**config.mk**
```make
export PLATFORM = sky130hd
export DESIGN_NAME = alu_exec_unit_flat
export DESIGN_NICKNAME = d
export VERILOG_FILES = /design/src/rtl/alu_pkg.sv /design/src/rtl/alu_exec_unit_if.sv /design/src/rtl/alu_simple_core.sv /design/src/rtl/alu_exec_unit.sv /design/src/flat_wrapper.sv
export SDC_FILE = /design/constraint.sdc
export NUM_CORES = 1
export LEC_CHECK = 0
export ABC_CLOCK_PERIOD_IN_PS = 5680
export CAP_MARGIN = 20
export CORE_MARGIN = 2
export CORE_UTILIZATION = 59
export DETAILED_ROUTE_END_ITERATION = 8
export PLACE_DENSITY = 0.93
export SYNTH_ARGS = -nofsm -noshare
export SYNTH_HDL_FRONTEND = slang
export SYNTH_HIERARCHICAL = 1
export SYNTH_SLANG_ARGS = --single-unit
```
**constraint.sdc**
```tcl
create_clock -name clk -period 5.68 [get_ports clk]
set_input_delay 0.568 -clock clk [delete_from_list [all_inputs] [get_ports clk]]
set_output_delay 0.568 -clock clk [all_outputs]
set_load 0.005 [all_outputs]
```
**src/rtl/alu_pkg.sv**
```systemverilog
// -----------------------------------------------------------------------------
// alu_pkg
// Shared definitions for the ALU execution path: the 4-bit alucontrol
// encoding (so the decoder and the execution unit agree on one table), the
// execution FSM state type, and small helpers that classify shift codes.
// -----------------------------------------------------------------------------
package alu_pkg;

  // lui places the 16-bit immediate in the upper half of a 32-bit word.
  localparam int LUI_SHIFT = 16;

  typedef enum logic [3:0] {
    ALU_AND  = 4'b0000,
    ALU_OR   = 4'b0001,
    ALU_ADD  = 4'b0010,
    ALU_SLL  = 4'b0011,
    ALU_SUB  = 4'b0110,
    ALU_SLT  = 4'b0111,
    ALU_LUI  = 4'b1000,
    ALU_XOR  = 4'b1001,
    ALU_BLEZ = 4'b1010,
    ALU_SRLV = 4'b1011,
    ALU_SRL  = 4'b1100,
    ALU_SLLV = 4'b1101
  } alu_op_t;

  typedef enum logic [1:0] {
    IDLE  = 2'd0,
    SHIFT = 2'd1,
    DONE  = 2'd2
  } alu_state_t;

  function automatic logic is_shift_op(input logic [3:0] op);
    return (op == ALU_SLL) || (op == ALU_SRL) || (op == ALU_SLLV) || (op == ALU_SRLV);
  endfunction

  function automatic logic is_left_shift(input logic [3:0] op);
    return (op == ALU_SLL) || (op == ALU_SLLV);
  endfunction

  // sll/srl take the instruction's constant shamt; sllv/srlv take srca.
  function automatic logic uses_const_shamt(input logic [3:0] op);
    return (op == ALU_SLL) || (op == ALU_SRL);
  endfunction

endpackage

```
**src/rtl/alu_exec_unit_if.sv**
```systemverilog
// -----------------------------------------------------------------------------
// alu_exec_unit_if
// Operation/result handshake bundle of the ALU execution unit.
//   request : in_valid, in_ready, alucontrol, srca, srcb, shamt
//   response: out_valid, out_ready, result, zero, illegal
// modport master : the issuing stage (drives the request, consumes result)
// modport slave  : the execution unit
// -----------------------------------------------------------------------------
interface alu_exec_unit_if #(
  parameter int WIDTH = 32,
  parameter int SHW   = 5
);

  logic             in_valid;
  logic             in_ready;
  logic [3:0]       alucontrol;
  logic [WIDTH-1:0] srca;
  logic [WIDTH-1:0] srcb;
  logic [SHW-1:0]   shamt;
  logic             out_valid;
  logic             out_ready;
  logic [WIDTH-1:0] result;
  logic             zero;
  logic             illegal;

  modport master (
    output in_valid, alucontrol, srca, srcb, shamt, out_ready,
    input  in_ready, out_valid, result, zero, illegal
  );

  modport slave (
    input  in_valid, alucontrol, srca, srcb, shamt, out_ready,
    output in_ready, out_valid, result, zero, illegal
  );

endinterface

```
**src/rtl/alu_simple_core.sv**
```systemverilog
// -----------------------------------------------------------------------------
// alu_simple_core
// Purely combinational evaluation of every non-shift operation and the
// illegal-code flag. Shift codes are legal here but yield 0; the enclosing
// unit computes shifts itself.
// Ports:
//   op      in   alucontrol code
//   a, b    in   operands
//   result  out  operation result (0 for shift and illegal codes)
//   illegal out  code is not in the encoding table
// -----------------------------------------------------------------------------
module alu_simple_core
  import alu_pkg::*;
#(
  parameter int WIDTH = 32
) (
  input  logic [3:0]       op,
  input  logic [WIDTH-1:0] a,
  input  logic [WIDTH-1:0] b,
  output logic [WIDTH-1:0] result,
  output logic             illegal
);

  always_comb begin
    // NOTE: every output gets a default before the case so no path leaves it
    // unassigned; that is what keeps this block from inferring latches.
    result  = '0;
    illegal = 1'b0;
    case (op)
      ALU_AND:  result = a & b;
      ALU_OR:   result = a | b;
      ALU_ADD:  result = a + b;
      ALU_SUB:  result = a - b;
      ALU_SLT:  result = {{(WIDTH-1){1'b0}}, ($signed(a) < $signed(b))};
      ALU_XOR:  result = a ^ b;
      ALU_LUI:  result = b << LUI_SHIFT;
      // a <= 0 as a signed value: negative, or exactly zero.
      ALU_BLEZ: result = {{(WIDTH-1){1'b0}}, (a[WIDTH-1] | (a == '0))};
      ALU_SLL, ALU_SRL, ALU_SLLV, ALU_SRLV: result = '0;
      default:  illegal = 1'b1;
    endcase
  end

endmodule

```
**src/rtl/alu_exec_unit.sv**
```systemverilog
// -----------------------------------------------------------------------------
// alu_exec_unit
// Executes one alucontrol operation per valid/ready handshake and holds the
// result, zero flag and illegal flag until the downstream stage accepts them.
// Non-shift ops finish in one clock. Shifts move one bit per clock through
// the SHIFT state, unless ALU_BARREL_SHIFT_EN is defined, in which case they
// are computed combinationally and finish in one clock as well.
// Ports:
//   clk    in   system clock, rising edge
//   reset  in   synchronous, active-high
//   bus    slave modport of alu_exec_unit_if (request + response handshake)
// Build option: `define ALU_BARREL_SHIFT_EN for single-cycle barrel shifts.
// -----------------------------------------------------------------------------
module alu_exec_unit
  import alu_pkg::*;
#(
  parameter int WIDTH = 32,
  parameter int SHW   = 5
) (
  input  logic          clk,
  input  logic          reset,
  alu_exec_unit_if.slave bus
);

  alu_state_t       state;
  logic [WIDTH-1:0] result_q;
  logic             zero_q;
  logic             illegal_q;
  logic             out_valid_q;
  logic             in_ready_q;

  logic [3:0]       op;
  logic             shift_op;
  logic             shift_left;
  logic [SHW-1:0]   shift_amt;
  logic [WIDTH-1:0] core_result;
  logic             core_illegal;
  logic [WIDTH-1:0] direct_result;

  assign op         = bus.alucontrol;
  assign shift_op   = is_shift_op(op);
  assign shift_left = is_left_shift(op);
  assign shift_amt  = uses_const_shamt(op) ? bus.shamt : bus.srca[SHW-1:0];

  alu_simple_core #(.WIDTH(WIDTH)) u_core (
    .op      (op),
    .a       (bus.srca),
    .b       (bus.srcb),
    .result  (core_result),
    .illegal (core_illegal)
  );

  // Result for ops that complete straight out of IDLE.
`ifdef ALU_BARREL_SHIFT_EN
  always_comb begin
    direct_result = core_result;
    if (shift_op)
      direct_result = shift_left ? (bus.srcb << shift_amt) : (bus.srcb >> shift_amt);
  end
`else
  // Only zero-amount shifts leave IDLE directly, and they return b unchanged.
  always_comb begin
    direct_result = core_result;
    if (shift_op)
      direct_result = bus.srcb;
  end

  logic [WIDTH-1:0] acc;
  logic [SHW-1:0]   cnt;
  logic             acc_left;
  logic [WIDTH-1:0] acc_next;

  assign acc_next = acc_left ? (acc << 1) : (acc >> 1);
`endif

  // NOTE: all state below is updated with non-blocking assignments so every
  // register samples the pre-edge values, independent of statement order.
  always_ff @(posedge clk) begin
    if (reset) begin
      state       <= IDLE;
      result_q    <= '0;
      zero_q      <= 1'b1;
      illegal_q   <= 1'b0;
      out_valid_q <= 1'b0;
      in_ready_q  <= 1'b1;
`ifndef ALU_BARREL_SHIFT_EN
      acc         <= '0;
      cnt         <= '0;
      acc_left    <= 1'b0;
`endif
    end else begin
      unique case (state)
        IDLE: begin
          if (bus.in_valid) begin
            in_ready_q <= 1'b0;
`ifndef ALU_BARREL_SHIFT_EN
            if (shift_op && (shift_amt != '0)) begin
              state    <= SHIFT;
              acc      <= bus.srcb;
              cnt      <= shift_amt;
              acc_left <= shift_left;
            end else
`endif
            begin
              state       <= DONE;
              result_q    <= direct_result;
              zero_q      <= (direct_result == '0);
              illegal_q   <= core_illegal;
              out_valid_q <= 1'b1;
            end
          end
        end
`ifndef ALU_BARREL_SHIFT_EN
        SHIFT: begin
          acc <= acc_next;
          cnt <= cnt - SHW'(1);
          // cnt==1 means this clock applies the last bit of the shift.
          if (cnt == SHW'(1)) begin
            state       <= DONE;
            result_q    <= acc_next;
            zero_q      <= (acc_next == '0);
            illegal_q   <= 1'b0;
            out_valid_q <= 1'b1;
          end
        end
`endif
        DONE: begin
          if (bus.out_ready) begin
            state       <= IDLE;
            out_valid_q <= 1'b0;
            in_ready_q  <= 1'b1;
          end
        end
        default: begin
          state       <= IDLE;
          out_valid_q <= 1'b0;
          in_ready_q  <= 1'b1;
        end
      endcase
    end
  end

  assign bus.in_ready  = in_ready_q;
  assign bus.out_valid = out_valid_q;
  assign bus.result    = result_q;
  assign bus.zero      = zero_q;
  assign bus.illegal   = illegal_q;

endmodule

```
**src/flat_wrapper.sv**
```systemverilog
// flat-port wrapper written by rule: the top's interface ports become plain ports
module alu_exec_unit_flat import alu_pkg::*;
#(
  parameter int WIDTH = 32,
  parameter int SHW   = 5
)
  (clk, reset, bus_in_valid, bus_alucontrol, bus_srca, bus_srcb, bus_shamt, bus_out_ready, bus_in_ready, bus_out_valid, bus_result, bus_zero, bus_illegal);
  alu_exec_unit_if #(.WIDTH(WIDTH), .SHW(SHW)) bus_i ();
  input  logic clk;
  input  logic reset;
  input wire logic [$bits(bus_i.in_valid)-1:0] bus_in_valid;
  input wire logic [$bits(bus_i.alucontrol)-1:0] bus_alucontrol;
  input wire logic [$bits(bus_i.srca)-1:0] bus_srca;
  input wire logic [$bits(bus_i.srcb)-1:0] bus_srcb;
  input wire logic [$bits(bus_i.shamt)-1:0] bus_shamt;
  input wire logic [$bits(bus_i.out_ready)-1:0] bus_out_ready;
  output wire logic [$bits(bus_i.in_ready)-1:0] bus_in_ready;
  output wire logic [$bits(bus_i.out_valid)-1:0] bus_out_valid;
  output wire logic [$bits(bus_i.result)-1:0] bus_result;
  output wire logic [$bits(bus_i.zero)-1:0] bus_zero;
  output wire logic [$bits(bus_i.illegal)-1:0] bus_illegal;
  assign bus_i.in_valid = bus_in_valid;
  assign bus_i.alucontrol = bus_alucontrol;
  assign bus_i.srca = bus_srca;
  assign bus_i.srcb = bus_srcb;
  assign bus_i.shamt = bus_shamt;
  assign bus_i.out_ready = bus_out_ready;
  assign bus_in_ready = bus_i.in_ready;
  assign bus_out_valid = bus_i.out_valid;
  assign bus_result = bus_i.result;
  assign bus_zero = bus_i.zero;
  assign bus_illegal = bus_i.illegal;
  alu_exec_unit #(.WIDTH(WIDTH), .SHW(SHW)) u_core (.clk(clk), .reset(reset), .bus(bus_i));
endmodule
```
==> qor.csv <==
stage;metric;value;unit
floorplan;row count;48;
clocking;clock buffer depth;2;
synthesis;syn nets;1619;
synthesis;asr flop ratio synth;0;%
synthesis;count of unique library cells instantiated by Yosys;90;
critical_path;flop-to-flop setup slack;3150;ps
critical_path;Critical Path Source Type;input pin;
critical_path;crit-path max cell delay;560;ps
sta;Max transition margin;23.0;%
clocking;worst skew pair latency;340;ps
synthesis;Post-synth EDFFs;0;
placed_design;Post-Place Cells;1747;
sta;Slew @ Worst Pin;1140;ps
pwr;Power Total;0.00234;W
pwr;Leak;4.94;nW
hold_path;worst hold endpoint;u_core/bus.illegal;
sta;RSZ-0062 raised after global routing;no;
pwr;maximum vdd drop;0.180;mV
drt;DR WL/cell;24.8;um
grt;initial antenna violation count;0;
critical_path;reg2reg start;u_core/acc_left;
drt;antenna-violating nets left;0;
sta;fin crit share;94.6;%
critical_path;CP max stage cell;or4_1;
drt;routed vias/inst;7.14;
sta;Total Negative Setup Slacks;0;ps
sta;endpoints failing hold;0;
synthesis;Mean Syn Cell Area;7.26;um2
flow_run;MaxCap Viol Count;0;
sta;skew final;9.05;ps
layout;Layout Area Growth over Synthesis;17.3;%
placed_design;gpl congestion;1.03;
layout;commonest non-fill, non-tap cells in the layout;nor2_1, a21oi_1, clkdlybuf4s50_1;
critical_path;CP endpoint kind;flip-flop;
pwr;pwr/cell area;191;nW/um2
placed_design;Detailed Place HPWL;33400;um
layout;most common cell after layout, fill and taps aside;nor2_1;
run_status;status;completed;
critical_path;Crit Path Category;in -> reg;
drt;TritonRoute pass-1 iters;8;
critical_path;RR Endpoint;u_core/bus.zero;
critical_path;crit-path cells;clkdlybuf4s50_1 -> inv_1 -> ha_1 -> fa_1 -> o21bai_2 -> o211ai_2 -> a21oi_2 -> a221oi_4 -> or4_4 -> a2111oi_4 -> o22ai_1 -> mux2i_1 -> mux2i_1 -> o2bb2ai_1 -> a221oi_1 -> o22ai_1 -> or4_1 -> nor4_1 -> nand4_1 -> a31oi_1;
layout;share of cells above drive strength 1;9.36;%
floorplan;area of the core;17300;um2
drt;Iter 0 DRT Violations;2154;
sta;FMAX;186;MHz
hold_path;Hold Startpoint;u_core/bus.illegal;
critical_path;reg2reg path depth;7;
floorplan;die height;137;um
placed_design;# port buffers;112;
floorplan;IO Pins;113;
layout;Layout fillers;1415;
drt;Via Count;12602;
clocking;CTS resizes;0;
synthesis;post-synthesis instance area;10400;um2
critical_path;Critical Path Start;bus_srca[0];
grt;overall global routing resource usage;45.3;%
critical_path;CP top delay family;compound AO/OA/AOI/OAI gates;
synthesis;post-synthesis sequential area ratio;14.6;%
critical_path;crit path DAT;5640;ps
sta;Final setup viols;0;
synthesis;Yosys reg bits;76;
grt;global-route wire length before repair;65200;um
floorplan;Die X;137;um
grt;vias in the first global route;11479;
hold_path;worst min path class;reg -> reg;
clocking;CTS tree;done;
floorplan;Total Die Area;18800;um2
synthesis;Top FF cell, synth;dfxtp_1;
critical_path;CP Buf/Inv Count;2;
floorplan;Initial Util;60.3;%
sta;post-route minimum period;5370;ps
drt;WL final;43800;um
drt;DRC Markers;0;
clocking;hold buffers post-CTS;0;
clocking;CTS Sinks;76;
critical_path;WP data required;5950;ps
clocking;clk slew on worst S/H paths;70;ps
critical_path;crit-path max FO;3;
clocking;postcts setup bufs;0;
clocking;CTS Root Buffer Type;clkbuf_16;
synthesis;gate count of the mapped netlist;1438;
clocking;htree depth;3;
sta;max-slew violation count;0;
clocking;CTS Buf Count;9;
grt;total grt overflow;0;
synthesis;Ys Warns;6;
layout;number of nets in the layout;1715;
hold_path;Hold Path Stages;2;
grt;largest net degree at the start of global routing;79;
layout;Final Instance Count excl. Fillers;1765;
-- stage by stage --
| step | worst slack (ps) | instance area, um2 | hold WS (ps) | utilization (%) |
|---|---|---|---|---|
| after global placement | 209 | 11900 | 460 | 69.0 |
| final | 306 | 12200 | 488 | 70.8 |
| after CTS | 373 | 12200 | 488 | 70.7 |
| after detailed placement | 53.2 | 11900 | 474 | 69.0 |
| after floorplan | 1070 | 10400 | 462 | - |
| after global routing | 49.5 | 12200 | 494 | 70.8 |
-- tightest hold or removal path, cell delays in order (launching register included) --
cell	delay, ps
dfxtp_1	320
nand2b_1	70
a21oi_1	50
-- how the worst max path moves through the flow --
stage                           end  slack [ps]  cells after the start
global placement    u_core/bus.zero         210                     20
global route        u_core/bus.zero          50                     20
finish              u_core/bus.zero         310                     20
CTS                 u_core/bus.zero         370                     20
detailed placement  u_core/bus.zero          50                     20
floorplan           u_core/bus.zero        1070                     19
-- cell type report --
| cell class | count | area [um2] | area share (%) |
|---|---|---|---|
| diodes | 1 | 2.50 | 0.0204 |
| clock buffers | 9 | 225 | 1.84 |
| clock inverters | 7 | 57.6 | 0.470 |
| inverters | 102 | 385 | 3.15 |
| multi-input cells | 1153 | 8040 | 65.7 |
| flip-flops and latches | 76 | 1520 | 12.4 |
| well taps | 225 | 282 | 2.30 |
| repair buffers | 192 | 1730 | 14.1 |
-- flip-flops by register name, summed over array words and instances, names as in the netlist --
name and flops:
u_core/acc 32, u_core/acc_left 1, u_core/bus.illegal 1, u_core/bus.in_ready 1
u_core/bus.out_valid 1, u_core/bus.result 32, u_core/bus.zero 1, u_core/cnt 5
u_core/state 2
-- synth_stat cells (10+ instances only) --
| library cell | n | share of area [%] |
|---|---|---|
| o31ai_1 | 10 | 0.72 |
| nand2b_1 | 26 | 1.6 |
| o211ai_1 | 11 | 0.79 |
| clkbuf_1 | 69 | 2.5 |
| nor3_1 | 32 | 1.5 |
| nor2_1 | 160 | 5.8 |
| a21o_1 | 14 | 1.0 |
| o21ai_0 | 65 | 3.1 |
| ha_1 | 102 | 12 |
| a21oi_1 | 132 | 6.3 |
| o21ai_1 | 12 | 0.58 |
| a211oi_1 | 64 | 4.6 |
| and2_1 | 12 | 0.72 |
| nand3_1 | 22 | 1.1 |
| a22oi_1 | 26 | 1.9 |
| nand2_1 | 77 | 2.8 |
| xnor2_1 | 17 | 1.4 |
| a31oi_1 | 20 | 1.2 |
| o22ai_1 | 11 | 0.66 |
| inv_1 | 97 | 3.5 |
| o2111ai_1 | 11 | 0.92 |
| nor4_1 | 24 | 1.4 |
| dfxtp_1 | 76 | 15 |
| nor2b_1 | 37 | 2.2 |
| mux2i_1 | 63 | 6.0 |
| a221oi_1 | 36 | 3.0 |
| buf_2 | 22 | 1.1 |
| nand4_1 | 14 | 0.84 |
-- routing by layer --
metal  GRT usage, %  routed length [um]  vias to the layer above
met1           57.2               16100                     5818
met2           68.9               18400                     1012
met4           26.9                3270                        0
li1               -                   -                     5523
met3           11.9                5980                      249
met5              0                   0                        -
-- where the power goes --
group	internal, W	leakage (nW)	total [W]	switching, W
clock network	0.000301	0.129	0.000553	0.000251
registers	0.000585	0.622	0.000634	0.0000492
logic	0.000470	4.19	0.00115	0.000681
-- kinds of logic (layout without fill, tap and decap cells) --
family	Yosys count	count (layout)	share of synthesized area [%]
other	0	1	0
xor gates and xnor gates	19	19	1.59
buffers and inverters	209	310	8.68
DFF	76	76	14.6
muxes	64	64	6.15
adders and majority gates	104	104	12.6
and+or+nand+nor	449	449	21.4
AOI/OAI and AO/OA	517	517	35.0
(Power assumes the default switching activity.)
